<file path="config.mk">
export PLATFORM = sky130hd
export DESIGN_NAME = soc_system_benchmark_timer_flat
export DESIGN_NICKNAME = d
export VERILOG_FILES = /design/src/rtl/soc_system_benchmark_pkg.sv /design/src/rtl/soc_system_benchmark_timer_if.sv /design/src/rtl/soc_system_benchmark_channel.sv /design/src/rtl/soc_system_benchmark_timer.sv /design/src/flat_wrapper.sv
export SDC_FILE = /design/constraint.sdc
export NUM_CORES = 2
export LEC_CHECK = 0
export CAP_MARGIN = 25
export CORE_AREA = 10 10 373 339
export CTS_BUF_LIST = sky130_fd_sc_hd__clkbuf_4 sky130_fd_sc_hd__clkbuf_8 sky130_fd_sc_hd__clkbuf_16
export DETAILED_ROUTE_END_ITERATION = 16
export DIE_AREA = 0 0 383 349
export PLACE_DENSITY = 0.73
export SYNTH_ARGS = -nofsm -noshare
export SYNTH_HDL_FRONTEND = slang
export SYNTH_SLANG_ARGS = --single-unit
</file>
<file path="constraint.sdc">
create_clock -name clk -period 3.2 [get_ports clk]
set_clock_uncertainty 0.2 [all_clocks]
set_input_delay 0.64 -clock clk [delete_from_list [all_inputs] [get_ports clk]]
set_output_delay 0.64 -clock clk [all_outputs]
set_load 0.03 [all_outputs]
</file>
<file path="src/rtl/soc_system_benchmark_pkg.sv">
// Shared definitions for the benchmark timer: register map, channel FSM encoding
// and STATUS bit positions.
package soc_system_benchmark_pkg;

    localparam logic [1:0] REG_LAST   = 2'd0;
    localparam logic [1:0] REG_MAX    = 2'd1;
    localparam logic [1:0] REG_COUNT  = 2'd2;
    localparam logic [1:0] REG_STATUS = 2'd3;

    localparam int unsigned STATUS_RUN_BIT = 0;
    localparam int unsigned STATUS_OVF_BIT = 1;

    typedef enum logic {
        StIdle = 1'b0,
        StRun  = 1'b1
    } bm_state_e;

endpackage

</file>
<file path="src/rtl/soc_system_benchmark_timer_if.sv">
// Avalon-MM slave bus of the benchmark timer, with master (CPU side) and slave
// (timer side) views.
interface soc_system_benchmark_timer_if;

    logic [4:0]  address;
    logic        chipselect;
    logic        read_n;
    logic        write_n;
    logic [31:0] writedata;
    logic [31:0] readdata;

    modport master (
        output address,
        output chipselect,
        output read_n,
        output write_n,
        output writedata,
        input  readdata
    );

    modport slave (
        input  address,
        input  chipselect,
        input  read_n,
        input  write_n,
        input  writedata,
        output readdata
    );

endinterface

</file>
<file path="src/rtl/soc_system_benchmark_channel.sv">
// One marker channel: rise detector, IDLE/RUN FSM and pulse-width statistics
// (last, max, count, sticky overflow).
module soc_system_benchmark_channel
    import soc_system_benchmark_pkg::*;
#(
    parameter int unsigned CNT_W = 32
) (
    input  logic             clk_i,
    input  logic             reset_i,
    input  logic             marker_i,
    input  logic             clear_i,
    output logic [CNT_W-1:0] last_o,
    output logic [CNT_W-1:0] max_o,
    output logic [CNT_W-1:0] count_o,
    output logic             ovf_o,
    output logic             run_o
);

    localparam logic [CNT_W-1:0] CntMax = '1;

    bm_state_e        state_q, state_d;
    logic             marker_q, marker_d;
    logic [CNT_W-1:0] elapsed_q, elapsed_d;
    logic [CNT_W-1:0] last_q, last_d;
    logic [CNT_W-1:0] max_q, max_d;
    logic [CNT_W-1:0] count_q, count_d;
    logic             ovf_q, ovf_d;
    logic             rise;

    assign rise = marker_i & ~marker_q;

    // marker_q resets high so a marker already asserted is not seen as a rise.
    always_ff @(posedge clk_i) begin
        if (reset_i) begin
            state_q   <= StIdle;
            marker_q  <= 1'b1;
            elapsed_q <= '0;
            last_q    <= '0;
            max_q     <= '0;
            count_q   <= '0;
            ovf_q     <= 1'b0;
        end else begin
            state_q   <= state_d;
            marker_q  <= marker_d;
            elapsed_q <= elapsed_d;
            last_q    <= last_d;
            max_q     <= max_d;
            count_q   <= count_d;
            ovf_q     <= ovf_d;
        end
    end

    always_comb begin
        state_d = state_q;
        if (clear_i) begin
            state_d = StIdle;
        end else begin
            unique case (state_q)
                StIdle:  if (rise) state_d = StRun;
                StRun:   if (!marker_i) state_d = StIdle;
                default: state_d = StIdle;
            endcase
        end
    end

    // Clear dominates a coincident capture, so nothing is recorded that cycle.
    always_comb begin
        marker_d  = marker_i;
        elapsed_d = elapsed_q;
        last_d    = last_q;
        max_d     = max_q;
        count_d   = count_q;
        ovf_d     = ovf_q;
        if (clear_i) begin
            elapsed_d = '0;
            last_d    = '0;
            max_d     = '0;
            count_d   = '0;
            ovf_d     = 1'b0;
        end else begin
            unique case (state_q)
                StIdle: begin
                    if (rise) elapsed_d = CNT_W'(1);
                end
                StRun: begin
                    if (marker_i) begin
                        if (elapsed_q == CntMax) ovf_d = 1'b1;
                        else                     elapsed_d = elapsed_q + CNT_W'(1);
                    end else begin
                        last_d = elapsed_q;
                        if (elapsed_q > max_q) max_d = elapsed_q;
                        if (count_q != CntMax) count_d = count_q + CNT_W'(1);
                    end
                end
                default: ;
            endcase
        end
    end

    assign last_o  = last_q;
    assign max_o   = max_q;
    assign count_o = count_q;
    assign ovf_o   = ovf_q;
    assign run_o   = (state_q == StRun);

endmodule

</file>
<file path="src/rtl/soc_system_benchmark_timer.sv">
// Benchmark timer top: N_CH marker channels behind an Avalon-MM register file
// with a registered read port.
module soc_system_benchmark_timer
    import soc_system_benchmark_pkg::*;
#(
    parameter int unsigned N_CH  = 8,
    parameter int unsigned CNT_W = 32
) (
    input  logic                         clk,
    input  logic                         reset,
    input  logic [N_CH-1:0]              markers,
    soc_system_benchmark_timer_if.slave  bus
);

    logic [2:0]       addr_ch;
    logic [1:0]       addr_reg;
    logic             rd_en;
    logic             wr_clear;
    logic [N_CH-1:0]  clear;
    logic [N_CH-1:0]  ovf_w;
    logic [N_CH-1:0]  run_w;
    logic [CNT_W-1:0] last_w  [N_CH];
    logic [CNT_W-1:0] max_w   [N_CH];
    logic [CNT_W-1:0] count_w [N_CH];
    logic [31:0]      sel_data;
    logic [31:0]      readdata_q, readdata_d;
    logic             unused_wdata;

    assign addr_ch      = bus.address[4:2];
    assign addr_reg     = bus.address[1:0];
    assign rd_en        = bus.chipselect & ~bus.read_n;
    assign wr_clear     = bus.chipselect & ~bus.write_n & (addr_reg == REG_STATUS) &
                          bus.writedata[0];
    assign unused_wdata = ^bus.writedata[31:1];

    always_comb begin
        clear = '0;
        for (int unsigned i = 0; i < N_CH; i++) begin
            clear[i] = wr_clear && (addr_ch == 3'(i));
        end
    end

    for (genvar g = 0; g < N_CH; g++) begin : g_ch
        soc_system_benchmark_channel #(
            .CNT_W(CNT_W)
        ) u_channel (
            .clk_i   (clk),
            .reset_i (reset),
            .marker_i(markers[g]),
            .clear_i (clear[g]),
            .last_o  (last_w[g]),
            .max_o   (max_w[g]),
            .count_o (count_w[g]),
            .ovf_o   (ovf_w[g]),
            .run_o   (run_w[g])
        );
    end

    // Unimplemented channel indices fall through and read as zero.
    always_comb begin
        sel_data = '0;
        for (int unsigned i = 0; i < N_CH; i++) begin
            if (addr_ch == 3'(i)) begin
                case (addr_reg)
                    REG_LAST:   sel_data = 32'(last_w[i]);
                    REG_MAX:    sel_data = 32'(max_w[i]);
                    REG_COUNT:  sel_data = 32'(count_w[i]);
                    REG_STATUS: begin
                        sel_data                 = '0;
                        sel_data[STATUS_OVF_BIT] = ovf_w[i];
                        sel_data[STATUS_RUN_BIT] = run_w[i];
                    end
                    default:    sel_data = '0;
                endcase
            end
        end
    end

    always_comb begin
        readdata_d = readdata_q;
        if (rd_en) readdata_d = sel_data;
    end

    always_ff @(posedge clk) begin
        if (reset) readdata_q <= '0;
        else       readdata_q <= readdata_d;
    end

    assign bus.readdata = readdata_q;

endmodule

</file>
<file path="src/flat_wrapper.sv">
// flat-port wrapper written by rule: the top's interface ports become plain ports
module soc_system_benchmark_timer_flat import soc_system_benchmark_pkg::*;
#(
    parameter int unsigned N_CH  = 8,
    parameter int unsigned CNT_W = 32
)
  (clk, reset, markers, bus_address, bus_chipselect, bus_read_n, bus_write_n, bus_writedata, bus_readdata);
  soc_system_benchmark_timer_if bus_i ();
  input  logic clk;
  input  logic reset;
  input  logic [N_CH-1:0] markers;
  input wire logic [$bits(bus_i.address)-1:0] bus_address;
  input wire logic [$bits(bus_i.chipselect)-1:0] bus_chipselect;
  input wire logic [$bits(bus_i.read_n)-1:0] bus_read_n;
  input wire logic [$bits(bus_i.write_n)-1:0] bus_write_n;
  input wire logic [$bits(bus_i.writedata)-1:0] bus_writedata;
  output wire logic [$bits(bus_i.readdata)-1:0] bus_readdata;
  assign bus_i.address = bus_address;
  assign bus_i.chipselect = bus_chipselect;
  assign bus_i.read_n = bus_read_n;
  assign bus_i.write_n = bus_write_n;
  assign bus_i.writedata = bus_writedata;
  assign bus_readdata = bus_i.readdata;
  soc_system_benchmark_timer #(.N_CH(N_CH), .CNT_W(CNT_W)) u_core (.clk(clk), .reset(reset), .markers(markers), .bus(bus_i));
endmodule
</file>
Yosys cells after proc, flatten, opt, wreduce, memory -nomap -nowiden. Index checks and enable logic that the tools add are counted.

Flip-flop bits (word level): 1080. Output and inout port bits: 32. Logic and storage cells: 299.

Add/subtract/negate cells: 16. $lt $le $gt $ge: 8. Eq/ne operators: 50. Multiplexer cells: 72. Bitwise gates (word level): 38. Reduce and logical (&&, ||, !) cells: 58.

Operators by type and width (count): $mux 32 (32); $pmux 32 s4 (8); $add 32x1->32 const B (16); $pmux 32 s2 (8); $eq 32x32->1 const B (8); $gt 32x32->1 (8); $ne 32x32->1 const B (8); $reduce_and 3->1 (32); $ne 2x2->1 const B (24); $not 1->1 (26); $mux 1 (16); $pmux 1 s2 (8); $reduce_and 2->1 (8); $reduce_or 2->1 (8); $and 1x1->1 (12); $eq 3x3->1 const B (4); $logic_and 1x1->1 (8); $eq 3x2->1 const B (2); $eq 2x2->1 const B (2); $eq 3x1->1 const B (1); $logic_not 3->1 (1); $eq 2x1->1 const B (1); $logic_not 2->1 (1).

Logic depth before layout (Yosys ltp).
Word-level depth: 10. Depth in mapped cells: 11.

Modules after synthesis. A second synthesis with hierarchy kept.

Cells, all modules: 7313. Area, all modules: 59802.4 sq um.

Modules (own cells, without submodules): soc_system_benchmark_channel at u_core.g_ch[0].u_channel ... (instances 7, cells an instance 781, area each 6404.9 sq um, sequential area each 2622.5 sq um); soc_system_benchmark_timer (instances 1, cells an instance 1066, area each 8557.0 sq um, sequential area each 640.6 sq um); soc_system_benchmark_channel at u_core.g_ch[5].u_channel (instances 1, cells an instance 780, area each 6411.1 sq um, sequential area each 2622.5 sq um).

Least setup slack after synthesis. OpenSTA, ideal clock, no wires.

Kind: input-to-reg. From: input port bus_address[1]. To: register u_core.readdata_q[1], in the netlist u_core.bus.readdata[1]. Arrival time: 2.532 ns. Data required time: 2.869 ns. Setup slack: 0.337 ns. Stages on the path: 9. Cell sequence: clkbuf_1 -> clkbuf_1 -> buf_1 -> buf_2 -> mux4_2 -> a32oi_1 -> nand3_1 -> a211oi_1 -> nor3_1.

Cells in the longest elaborated chain, start to end: 10.

Ends and longest elaborated chain: from (decl) (RTL line flat_wrapper.sv:12) `input wire logic [$bits(bus_i.address)-1:0] bus_address;`; $eq 2x2->1 (tied with other cells) (RTL line soc_system_benchmark_timer.sv:64) `case (addr_reg)`; $pmux 32 s4 (RTL line soc_system_benchmark_timer.sv:64); $mux 32 (7 in a row) (RTL line soc_system_benchmark_timer.sv:63) `if (addr_ch == 3'(i)) begin`; $mux 32 (*) (RTL line soc_system_benchmark_timer.sv:63); to (signal assigned) (RTL line soc_system_benchmark_timer.sv:86) `else readdata_q <= readdata_d;`; to (decl) (RTL line soc_system_benchmark_timer.sv:26) `logic [31:0] readdata_q, readdata_d;`.

Mark *: on every way between the ends. The rest lies on a longest branch, timed or not. A chain may end at the register's enable or synchronous reset.

Final worst setup path.
From: register u_core.g_ch[0].u_channel.max_q[29]. To: register u_core.g_ch[0].u_channel.max_q[19].

Cells in the longest elaborated chain, start to end: 2.

Ends and longest elaborated chain: from (decl) (RTL line soc_system_benchmark_channel.sv:25) `logic [CNT_W-1:0] max_q, max_d;`; from (signal assigned) (RTL line soc_system_benchmark_channel.sv:47) `max_q <= max_d;`; $gt 32x32->1 (RTL line soc_system_benchmark_channel.sv:91) `if (elapsed_q > max_q) max_d = elapsed_q;`; $reduce_and 3->1 (no source line).

Every way passes these cells.

==> results.sh <==
export IMPL_num_vias=50707
export IMPL_drtAntennaViolNets=0
export IMPL_final_hold_viol_count=0
export IMPL_path_class="register to register"
export IMPL_post_route_period_util=0.954
export IMPL_whs_ns=0.252
export IMPL_wl_per_cell_um=18.6
export IMPL_clockRootBuffer="clkbuf_16"
export IMPL_final_cell_mix="dfxtp_1 (1080), nand2_1 (1069), nor2_1 (725), a21oi_1 (434), o21ai_0 (387)"
export IMPL_syn2layout_area_growth_pct=14.8
export IMPL_ff2ff_path_depth=10
export IMPL_initial_core_util=0.476
export IMPL_rsz0062_at_grt="no"
export IMPL_critical_path_max_stage_delay_ns=0.55
export IMPL_die_w_um=383
export IMPL_io_pin_count=82
export IMPL_cp_max_fo=20
export IMPL_p_leak_nw=23.9
export IMPL_cap_violations=0
export IMPL_grt_pass1_wl_mm=258
export IMPL_fmax_mhz=328
export IMPL_clock_sinks=1080
export IMPL_cp_slowest_cell="or4_1"
export IMPL_clockBufferDepth=3
export IMPL_power_w=0.0286
export IMPL_place_ws_ns=-0.0505
export IMPL_clk_pin_slew_ns=0.06
export IMPL_place_area_um2=60800
export IMPL_routed_via_density=5.77
export IMPL_drtIter0Drc=4900
export IMPL_power_density_nw_per_um2=441
export IMPL_fin_area_um2=64700
export IMPL_irDropWorstVdd_mv=0.459
export IMPL_synth_nets=7296
export IMPL_row_count=120
export IMPL_ys_seq_elements=1080
export IMPL_final_nets=7439
export IMPL_setup_worst_path_start_class="register"
export IMPL_synth_edf_count=0
export IMPL_yosys_warnings=0
export IMPL_cp_end_kind="register"
export IMPL_required_ns=3.63
export IMPL_final_util=0.547
export IMPL_worst_pin_slew_ns=0.822
export IMPL_gp_congestion=0.933
export IMPL_relSlewSlack=0.449
export IMPL_cts_tree="yes"
export IMPL_track_usage=0.234
export IMPL_maxSlewViolCount=0
export IMPL_layout_min_cycle_time_ns=3.05
export IMPL_min_path_cells=2
export IMPL_drt_pass1_iterations=6
export IMPL_status="finished clean"
export IMPL_clk_latency_ns=0.74
export IMPL_ys_types=79
export IMPL_yosys_most_used_dff="dfxtp_1"
export IMPL_core_area_um2=118000
export IMPL_worstPathCellList="inv_1, ha_1, nand4_1, nor3_1, nand2_1, or4_1, o211ai_1, buf_12, mux2i_1, nor2_1"
export IMPL_postSynthAreaPerCell_um2=8.08
export IMPL_die_area_um2=134000
export IMPL_arrival_ns=3.49
export IMPL_ys_seq_area_frac=0.384
export IMPL_setup_viol=0
export IMPL_min_path_type="register to register"
export IMPL_drive_above_1_share=0.101
export IMPL_synth_async_reset_ratio=0
export IMPL_die_h_um=349
export IMPL_grt_max_degree=78
export IMPL_grt_pass1_vias=47204
export IMPL_postLayoutSetupSlackWorst_ns=0.148
export IMPL_numPortBuffers=50
export IMPL_postCtsSetupRepairBufs=0
export IMPL_mostFrequentLayoutCell="dfxtp_1"
export IMPL_antenna_found_initial=3
export IMPL_wl_mm=163
export IMPL_grt_overflow_total=0
export IMPL_hpwl_mm=119
export IMPL_htree_levels=3
export IMPL_synthesis_area_um2=56400
export IMPL_cts_buffers=109
export IMPL_remaining_drc_errors=0
export IMPL_synthCells=6974
[flip-flops by register name, summed over array words and instances (netlist names)]
| signal | flops |
|---|---|
| u_core.g_ch.u_channel.count_o | 256 |
| u_core.g_ch.u_channel.elapsed_q | 256 |
| u_core.g_ch.u_channel.last_o | 256 |
| u_core.g_ch.u_channel.max_o | 256 |
| u_core.bus.readdata | 32 |
| u_core.g_ch.u_channel.marker_q | 8 |
| u_core.g_ch.u_channel.ovf_o | 8 |
| u_core.g_ch.u_channel.run_o | 8 |
[final timing paths]
path	startpoint	endpoint	slack, ns
hold / removal	u_core.g_ch[0].u_channel.last_o[30]$_SDFFE_PP0P_	u_core.g_ch[0].u_channel.last_o[30]$_SDFFE_PP0P_	0.25
setup / recovery	u_core.g_ch[0].u_channel.max_o[29]$_SDFFE_PP0P_	u_core.g_ch[0].u_channel.max_o[19]$_SDFFE_PP0P_	0.15
setup reg to reg	u_core.g_ch[0].u_channel.max_o[29]$_SDFFE_PP0P_	u_core.g_ch[0].u_channel.max_o[19]$_SDFFE_PP0P_	0.15
hold reg to reg	u_core.g_ch[0].u_channel.last_o[30]$_SDFFE_PP0P_	u_core.g_ch[0].u_channel.last_o[30]$_SDFFE_PP0P_	0.25
[cells by family after synthesis]
logic type / synth area share
flops: 0.384
fa+ha+maj: 0.0604
mux: 0.0812
buf+inv: 0.0502
compound gates: 0.134
simple gates: 0.227
xor+xnor: 0.0639
[Yosys cell counts (99+ instances only)]
cell type | count | area (µm²)
nor2_1 | 727 | 2730
nand4_1 | 183 | 1140
nand2_1 | 1069 | 4010
xnor2_1 | 183 | 1600
nor3_1 | 99 | 495
dfxtp_1 | 1080 | 21600
nand3_1 | 290 | 1450
inv_1 | 345 | 1290
mux2i_1 | 346 | 3460
xor2_1 | 228 | 2000
clkbuf_1 | 330 | 1240
o21ai_0 | 389 | 1950
a21oi_1 | 439 | 2200
ha_1 | 272 | 3400
[critical path, delay by kind of cell (launching register included)]
| family | cells | cell delay (ns) |
|---|---|---|
| and+or+nand+nor | 5 | 1.22 |
| DFF | 1 | 0.38 |
| buffers and inverters | 2 | 0.32 |
| adders and majority gates | 1 | 0.30 |
| AOI/OAI and AO/OA | 1 | 0.26 |
| muxes | 1 | 0.25 |
[stage by stage]
stage / setup TNS [ns] / instances
2_1_floorplan: 0 / 6974
3_3_place_gp: -0.0712 / 8591
3_5_place_dp: -0.0966 / 8591
4_1_cts: 0 / 8789
5_1_grt: 0 / 8790
6_report: 0 / 8791
[timing repair]
action / CTS / global route
hold buffers: 0 / 0
gates resized for setup: 0 / 3
endpoints found under the setup margin: 0 / 28
[per-layer routing]
layer | wire length [µm] | share of wire | GRT usage | vias up
met5 | 27 | 0.00017 | 0 | -
met4 | 5920 | 0.036 | 0.0831 | 4
met3 | 11900 | 0.073 | 0.0419 | 318
met2 | 74400 | 0.46 | 0.378 | 1661
met1 | 71100 | 0.44 | 0.311 | 24150
li1 | - | - | - | 24574
[power breakdown]
part,switching [W],internal [W]
Sequential,0.0000557,0.0135
Combinational,0.000997,0.000500
Clock,0.00564,0.00787
Total,0.00669,0.0219
[final cells by class]
cell class / instances / area, µm²
timing repair buffer: 424 / 3860
sequential: 1080 / 21600
fill: 10711 / 53600
inverter: 347 / 1300
multi-input combinational: 5155 / 32100
tap: 1586 / 1980
antenna: 1 / 2.50
clock buffer: 166 / 3390
clock inverter: 32 / 457
Power figures use the tool's default switching activity.
